==> config.mk <==
export PLATFORM = sky130hd
export DESIGN_NAME = mult_accumulator_flat
export DESIGN_NICKNAME = d
export VERILOG_FILES = /design/src/rtl/alu_pkg.sv /design/src/rtl/mult_accumulator_if.sv /design/src/rtl/mult_accumulator_adder.sv /design/src/rtl/mult_accumulator.sv /design/src/flat_wrapper.sv
export SDC_FILE = /design/constraint.sdc
export NUM_CORES = 1
export LEC_CHECK = 0
export CAP_MARGIN = 20
export CORE_MARGIN = 5
export CORE_UTILIZATION = 32
export CTS_BUF_LIST = sky130_fd_sc_hd__clkbuf_8
export CTS_CLUSTER_SIZE = 14
export DETAILED_ROUTE_END_ITERATION = 10
export GPL_ROUTABILITY_DRIVEN = 0
export SYNTH_ARGS = -nofsm -noshare
export SYNTH_HDL_FRONTEND = slang
export SYNTH_SLANG_ARGS = --single-unit
==> constraint.sdc <==
create_clock -name clk -period 2.83 [get_ports clk]
set_clock_uncertainty 0.05 [all_clocks]
set_input_delay 0.566 -clock clk [delete_from_list [all_inputs] [get_ports clk]]
set_output_delay 0.566 -clock clk [all_outputs]
set_load 0.01 [all_outputs]
==> src/rtl/alu_pkg.sv <==
// Shared types and helpers for the ALU MAC path.
// Holds the accumulator FSM states and width helper.
package alu_pkg;

  typedef enum logic {
    ACCUM = 1'b0,
    HOLD  = 1'b1
  } acc_state_t;

  function automatic int calc_acc_width(
    input int size,
    input int count
  );
    return 2 * size + $clog2(count);
  endfunction

endpackage

==> src/rtl/mult_accumulator_if.sv <==
// Product-in / result-out handshake bundle for the
// multiply-accumulate block.
interface mult_accumulator_if #(
  parameter int SIZE      = 8,
  parameter int ACC_WIDTH = 18,
  parameter int CW        = 3
);

  logic [2*SIZE-1:0]    prod_data;
  logic                 prod_narrow_ovf;
  logic                 prod_valid;
  logic                 prod_ready;
  logic                 acc_clear;
  logic [ACC_WIDTH-1:0] res_data;
  logic                 res_narrow_ovf;
  logic                 res_acc_ovf;
  logic                 res_valid;
  logic                 res_ready;
  logic [CW-1:0]        batch_count;

  modport slave (
    input  prod_data,
    input  prod_narrow_ovf,
    input  prod_valid,
    output prod_ready,
    input  acc_clear,
    output res_data,
    output res_narrow_ovf,
    output res_acc_ovf,
    output res_valid,
    input  res_ready,
    output batch_count
  );

  modport master (
    output prod_data,
    output prod_narrow_ovf,
    output prod_valid,
    input  prod_ready,
    output acc_clear,
    input  res_data,
    input  res_narrow_ovf,
    input  res_acc_ovf,
    input  res_valid,
    output res_ready,
    input  batch_count
  );

endinterface

==> src/rtl/mult_accumulator_adder.sv <==
// Unsigned W-bit adder with carry-out as overflow.
// Used as the accumulate stage adder.
module mult_accumulator_adder #(
  parameter int W = 18
) (
  input  logic [W-1:0] a,
  input  logic [W-1:0] b,
  output logic [W-1:0] sum,
  output logic         ovf
);

  assign {ovf, sum} = {1'b0, a} + {1'b0, b};

endmodule

==> src/rtl/mult_accumulator.sv <==
// Sums COUNT multiplier products per batch and hands
// the result plus sticky overflow flags downstream.
module mult_accumulator
  import alu_pkg::*;
#(
  parameter int SIZE      = 8,
  parameter int COUNT     = 4,
  parameter int ACC_WIDTH = calc_acc_width(SIZE, COUNT)
) (
  input logic              clk,
  input logic              rst_n,
  mult_accumulator_if.slave bus
);

  localparam int CW = $clog2(COUNT + 1);
  localparam logic [CW-1:0] LAST = CW'(COUNT - 1);

  acc_state_t           state;
  acc_state_t           state_nxt;
  logic [ACC_WIDTH-1:0] acc;
  logic [ACC_WIDTH-1:0] sum;
  logic [ACC_WIDTH-1:0] res_data;
  logic [CW-1:0]        count;
  logic                 narrow;
  logic                 acc_ovf;
  logic                 carry;

  logic ready;
  logic accept;
  logic do_clear;
  logic do_step;
  logic do_last;
  logic do_release;

  mult_accumulator_adder #(
    .W (ACC_WIDTH)
  ) u_adder (
    .a   (acc),
    .b   (ACC_WIDTH'(bus.prod_data)),
    .sum (sum),
    .ovf (carry)
  );

  assign ready      = (state == ACCUM) && !bus.acc_clear;
  assign accept     = bus.prod_valid && ready;
  assign do_clear   = bus.acc_clear;
  assign do_step    = accept && (count != LAST);
  assign do_last    = accept && (count == LAST);
  assign do_release = (state == HOLD) && bus.res_ready
                      && !bus.acc_clear;

  always_comb begin
    state_nxt = state;
    unique case (1'b1)
      do_clear:   state_nxt = ACCUM;
      do_last:    state_nxt = HOLD;
      do_release: state_nxt = ACCUM;
      default:    ;
    endcase
  end

  always_ff @(posedge clk or negedge rst_n) begin
    if (!rst_n) state <= ACCUM;
    else        state <= state_nxt;
  end

  // Clear and release both return to an empty batch;
  // res_data is untouched so it keeps the last result.
  always_ff @(posedge clk or negedge rst_n) begin
    if (!rst_n) begin
      acc      <= '0;
      count    <= '0;
      narrow   <= 1'b0;
      acc_ovf  <= 1'b0;
      res_data <= '0;
    end else begin
      unique case (1'b1)
        do_clear, do_release: begin
          acc     <= '0;
          count   <= '0;
          narrow  <= 1'b0;
          acc_ovf <= 1'b0;
        end
        do_step: begin
          acc     <= sum;
          count   <= count + 1'b1;
          narrow  <= narrow | bus.prod_narrow_ovf;
          acc_ovf <= acc_ovf | carry;
        end
        do_last: begin
          acc      <= sum;
          count    <= count + 1'b1;
          narrow   <= narrow | bus.prod_narrow_ovf;
          acc_ovf  <= acc_ovf | carry;
          res_data <= sum;
        end
        default: ;
      endcase
    end
  end

  assign bus.prod_ready     = ready;
  assign bus.res_valid      = (state == HOLD);
  assign bus.res_data       = res_data;
  assign bus.res_narrow_ovf = narrow;
  assign bus.res_acc_ovf    = acc_ovf;
  assign bus.batch_count    = count;

endmodule

==> src/flat_wrapper.sv <==
// flat-port wrapper written by rule: the top's interface ports become plain ports
module mult_accumulator_flat import alu_pkg::*;
#(
  parameter int SIZE      = 8,
  parameter int COUNT     = 4,
  parameter int ACC_WIDTH = calc_acc_width(SIZE, COUNT)
)
  (clk, rst_n, bus_prod_data, bus_prod_narrow_ovf, bus_prod_valid, bus_prod_ready, bus_acc_clear, bus_res_data, bus_res_narrow_ovf, bus_res_acc_ovf, bus_res_valid, bus_res_ready, bus_batch_count);
  mult_accumulator_if #(.SIZE(SIZE), .ACC_WIDTH(ACC_WIDTH), .CW((3))) bus_i ();
  input logic clk;
  input logic rst_n;
  input wire logic [$bits(bus_i.prod_data)-1:0] bus_prod_data;
  input wire logic [$bits(bus_i.prod_narrow_ovf)-1:0] bus_prod_narrow_ovf;
  input wire logic [$bits(bus_i.prod_valid)-1:0] bus_prod_valid;
  output wire logic [$bits(bus_i.prod_ready)-1:0] bus_prod_ready;
  input wire logic [$bits(bus_i.acc_clear)-1:0] bus_acc_clear;
  output wire logic [$bits(bus_i.res_data)-1:0] bus_res_data;
  output wire logic [$bits(bus_i.res_narrow_ovf)-1:0] bus_res_narrow_ovf;
  output wire logic [$bits(bus_i.res_acc_ovf)-1:0] bus_res_acc_ovf;
  output wire logic [$bits(bus_i.res_valid)-1:0] bus_res_valid;
  input wire logic [$bits(bus_i.res_ready)-1:0] bus_res_ready;
  output wire logic [$bits(bus_i.batch_count)-1:0] bus_batch_count;
  assign bus_i.prod_data = bus_prod_data;
  assign bus_i.prod_narrow_ovf = bus_prod_narrow_ovf;
  assign bus_i.prod_valid = bus_prod_valid;
  assign bus_prod_ready = bus_i.prod_ready;
  assign bus_i.acc_clear = bus_acc_clear;
  assign bus_res_data = bus_i.res_data;
  assign bus_res_narrow_ovf = bus_i.res_narrow_ovf;
  assign bus_res_acc_ovf = bus_i.res_acc_ovf;
  assign bus_res_valid = bus_i.res_valid;
  assign bus_i.res_ready = bus_res_ready;
  assign bus_batch_count = bus_i.batch_count;
  mult_accumulator #(.SIZE(SIZE), .COUNT(COUNT), .ACC_WIDTH(ACC_WIDTH)) u_core (.clk(clk), .rst_n(rst_n), .bus(bus_i));
endmodule
Word-level counts from Yosys, hierarchy flattened
Cells that the tools add are included.
{"block": "totals", "regBits": 42, "in_bits": 22, "out_inout_bits": 25, "elab_cells": 29}
{"block": "classes", "n_addsub": 2, "eq_ne": 2, "muxes": 5, "bitwise_logic": 3, "n_reduce_logical": 11}
{"op": "$pmux 18 s2", "count": 1}
{"op": "$add 18x16->19", "count": 1}
{"op": "$logic_and 1x1->1", "count": 6}
{"op": "$pmux 1 s2", "count": 3}
{"op": "$pmux 3 s2", "count": 1}
{"op": "$reduce_bool 2->1", "count": 2}
{"op": "$reduce_or 2->1", "count": 2}
{"op": "$add 3x1->3 const B", "count": 1}
{"op": "$eq 3x2->1 const B", "count": 1}
{"op": "$ne 3x2->1 const B", "count": 1}
{"op": "$or 1x1->1", "count": 2}
{"op": "$logic_not 1->1", "count": 1}
{"op": "$not 1->1", "count": 1}

Longest topological paths before layout
{"block": "logic_depth", "word_depth": 6, "ltp_mapped": 9, "ltp_nobuf": 9}

Cells and area by module
From an unflattened synthesis, not the netlist that was laid out.
{"block": "hier_totals", "cells_unflattened": 267, "area_unflattened_um2": 2805.2}
{"mod": "mult_accumulator", "n_inst": 1, "cells_per_inst": 152, "area_each_um2": 1915.6}
{"mod": "mult_accumulator_adder", "n_inst": 1, "cells_per_inst": 115, "area_each_um2": 889.6}

Least setup slack after synthesis
OpenSTA, ideal clock, no wires.
{"block": "synth_timing", "path_type": "input port to flip-flop", "from": "in bus_prod_data[0]", "to": "reg u_core.acc[16]", "setup_ns": 0.104, "arrival_ns": 2.091, "required_time_ns": 2.676, "setup_slack_ns": 0.585, "path_stages": 9, "cell_sequence": "ha_1 inv_1 fa_1 nand2b_1 a21oi_2 o2111ai_1 o22ai_2 a211oi_1 o311ai_1"}
{"block": "synth_via", "elab_chain_cells": 2}
{"item": "start: declaration", "line_no": "flat_wrapper.sv:12", "text": "input wire logic [$bits(bus_i.prod_data)-1:0] bus_prod_data;"}
{"item": "$add 18x16->19", "line_no": "mult_accumulator_adder.sv:12", "text": "assign {ovf, sum} = {1'b0, a} + {1'b0, b};"}
{"item": "$pmux 18 s2", "line_no": "mult_accumulator.sv:77", "text": "unique case (1'b1)"}
{"item": "end signal: assignment", "line_no": "mult_accumulator.sv:85", "text": "acc <= sum;"}
{"item": "end signal: assignment", "line_no": "mult_accumulator.sv:91", "text": "acc <= sum;"}
{"item": "end: declaration", "line_no": "mult_accumulator.sv:20", "text": "logic [ACC_WIDTH-1:0] acc;"}
No other way between the ends.
A chain may end at the register's enable or synchronous reset.

Worst setup path in the final report
Ends and elaborated chain as after synthesis.

==> flow_metrics.env <==
export IMPL_status="finished, final reports clean"
export IMPL_tritoncts="done"
export IMPL_irDropWorstVdd_uv=262
export IMPL_cts_buffers=5
export IMPL_via_per_inst=5.02
export IMPL_final_util_pct=42.3
export IMPL_dp_hpwl_um=4710
export IMPL_cts_sinks=42
export IMPL_design_area_mm2=0.00325
export IMPL_ys_warn_count=0
export IMPL_placed_cell_area_mm2=0.00312
export IMPL_drc_errors=0
export IMPL_die_w_um=98.7
export IMPL_synthDistinctLibCells=49
export IMPL_dieArea_mm2=0.00974
export IMPL_grt_usage_pct=12.9
export IMPL_num_rows=32
export IMPL_dp_cells=423
export IMPL_wl_um=6000
export IMPL_cts_buffer_depth=2
export IMPL_post_cts_setup_buffers=0
export IMPL_power_frac_clock_pct=25.1
export IMPL_crit_buf_inv=2
export IMPL_ctsHoldBuffers=0
export IMPL_power_density_mw_per_mm2=580
export IMPL_grt_max_degree=43
export IMPL_final_common_cell="nand2_1"
export IMPL_min_period_over_period_pct=93.0
export IMPL_grt_pass1_wl_um=10300
export IMPL_fmax_ghz=0.380
export IMPL_seq_power_share_pct=39.5
export IMPL_ys_seq_area_share_pct=41.7
export IMPL_multi_input_area_mm2=0.00137
export IMPL_dr_total_vias=2167
export IMPL_swShare_pct=32.5
export IMPL_final_cell_mix="nand2_1, clkdlybuf4s50_1, dfrtp_1"
export IMPL_cts_repair_resized=0
export IMPL_slew_viol_final=0
export IMPL_grt_antenna_before_repair=0
export IMPL_start_kind="primary input"
export IMPL_firstDrtPassIters=4
export IMPL_ios=47
export IMPL_p_comb_share_pct=35.4
export IMPL_criticalPathCategory="primary input to flop"
export IMPL_globalRouteOverflowTotal=0
export IMPL_grt_setup_unrepaired="false"
export IMPL_start_util_pct=32.8
export IMPL_synth_edf_count=0
export IMPL_max_cap_viol_count=0
export IMPL_avgSynthCellArea_um2=9.19
export IMPL_num_fill_cells=771
export IMPL_port_buffer_count=46
export IMPL_antenna_cells=0
export IMPL_nets=370
export IMPL_power_total_mw=1.89
export IMPL_wire_per_inst_um=13.9
export IMPL_h_tree_depth=2
export IMPL_cp_top_family="compound AO/OA/AOI/OAI gates"
export IMPL_syn_area_mm2=0.00252
export IMPL_power_switching_mw=0.612
export IMPL_power_internal_mw=1.27
export IMPL_hold_class="primary input to asynchronous set/reset pin"
export IMPL_max_stage_delay_ns=0.47
export IMPL_cts_root_buf="clkbuf_8"
export IMPL_setup_viol=0
export IMPL_critPathCaptureType="flop"
export IMPL_first_global_vias=2203
export IMPL_synth_async_sr_flop_share_pct=100
export IMPL_clkLatencyLatePin_ns=0.30
export IMPL_layout_cells_non_filler=432
export IMPL_syn2layout_area_growth_pct=29.1
export IMPL_final_hold_viol_count=0
export IMPL_leakagePower_nw=1.41
export IMPL_fp_coreArea_mm2=0.00769
export IMPL_synth_cells=274
export IMPL_syn_nets=315
export IMPL_synth_top_flop_cell="dfrtp_1"
export IMPL_slew_limit_headroom_pct=67.4
export IMPL_fin_crit_ns=2.63
export IMPL_path_cells="clkdlybuf4s50_1 -> ha_1 -> inv_1 -> fa_1 -> nand2b_1 -> a21oi_2 -> o2111ai_1 -> o22ai_2 -> a211oi_1 -> o311ai_1"
export IMPL_drive_gt1_share_pct=10.3
export IMPL_fin_tns_setup_ns=0
export IMPL_path_max_fanout=4
export IMPL_regArea_mm2=0.00105
export IMPL_ant_nets=0
export IMPL_cp_arrival_ns=2.78
export IMPL_ys_ff_latch=42
export IMPL_cp_required_ns=2.98
export IMPL_die_h_um=98.7
export IMPL_clkSlewWorstSetupHoldPaths_ns=0.09
export IMPL_tightest_slew_ns=0.489
export IMPL_drt_iter0_drc=86
export IMPL_slowest_stage="clkdlybuf4s50_1"
worst reg2reg max path, cell delays in order, from the launching register on:
cell	delay, ns
dfrtp_1	0.35
ha_1	0.16
inv_1	0.05
fa_1	0.37
nand2b_1	0.18
a21oi_2	0.20
o2111ai_1	0.22
o22ai_2	0.23
a211oi_1	0.08
o311ai_1	0.24
power by group through the flow:
stage / registers [mW] / clock network, mW / logic (mW)
2_1_floorplan: 0.777 / 0 / 0.374
3_3_place_gp: 0.756 / 0 / 0.662
3_5_place_dp: 0.759 / 0 / 0.667
4_1_cts: 0.747 / 0.494 / 0.673
5_1_grt: 0.759 / 0.520 / 0.740
6_report: 0.745 / 0.473 / 0.668
final cells by class:
type	instances	share of cell area, %
Tap cell	102	3.92
Multi-Input combinational cell	215	42.1
Clock inverter	3	1.23
Inverter	6	0.693
Sequential cell	42	32.3
Timing Repair Buffer	59	17.6
Clock buffer	5	2.12
final timing paths:
kind | from | to | slack (ns) | cells after the start
max | bus_prod_data[0] | u_core.acc[16] | 0.20 | 10
min | rst_n | u_core.bus.res_data[3] | 0.17 | 1
max reg2reg | u_core.acc[0] | u_core.acc[16] | 0.60 | 9
min reg2reg | u_core.bus.res_data[13] | u_core.bus.res_data[13] | 0.43 | 2
max in group asynchronous | rst_n | u_core.acc[13] | 2.08 | 2
min in group clk | u_core.bus.res_data[13] | u_core.bus.res_data[13] | 0.43 | 2
state kept, by name, indices dropped and copies added, names as in the netlist:
register,cells
u_core.bus.res_narrow_ovf,1
u_core.bus.res_valid,1
u_core.bus.batch_count,3
u_core.acc,18
u_core.bus.res_data,18
u_core.bus.res_acc_ovf,1
layer usage:
metal  part of all wire (%)  up-vias  track usage [%]
met3                    4.7        6             3.11
met5                      0        -                0
met2                     48       41             21.6
li1                       -     1097                -
met1                     46     1023             16.3
met4                    1.1        0             4.31
synth_stat cells (3+ instances only):
cell / number / area share (%)
buf_6: 3 / 1.3
o21ai_0: 29 / 5.8
dfrtp_1: 42 / 42
a21oi_2: 3 / 1.0
o21a_1: 4 / 1.2
nand2_1: 50 / 7.5
nand3_1: 3 / 0.60
nand4_1: 3 / 0.75
or3_1: 3 / 0.75
nor3_1: 5 / 0.99
a21oi_1: 19 / 3.8
nor2_1: 17 / 2.5
xor2_1: 7 / 2.4
clkbuf_1: 4 / 0.60
o311ai_1: 3 / 1.0
o21ai_1: 5 / 0.99
xnor2_1: 5 / 1.7
buf_4: 3 / 0.89
a21o_1: 5 / 1.5
inv_1: 6 / 0.89
ha_1: 18 / 8.9
cells by family (layout without fill, tap and decap cells):
kind of cell / after synthesis / in the layout / synth area share [%]
adder cells (fa/ha/maj): 19 / 19 / 9.74
XOR/XNOR: 12 / 12 / 4.17
flip-flops: 42 / 42 / 41.7
multiplexers: 1 / 1 / 0.447
buffers and inverters: 17 / 73 / 3.92
AND/OR/NAND/NOR: 93 / 93 / 16.4
AO/OA/AOI/OAI: 90 / 90 / 23.5
per-stage QoR:
stage	worst slack [ns]	hold WS, ns
floorplan	0.585	0.220
CTS	0.195	0.397
detailed placement	-0.120	0.422
global placement	-0.0465	0.416
finish	0.199	0.171
global route	0.0227	0.202
Power figures use the tool's default switching activity.
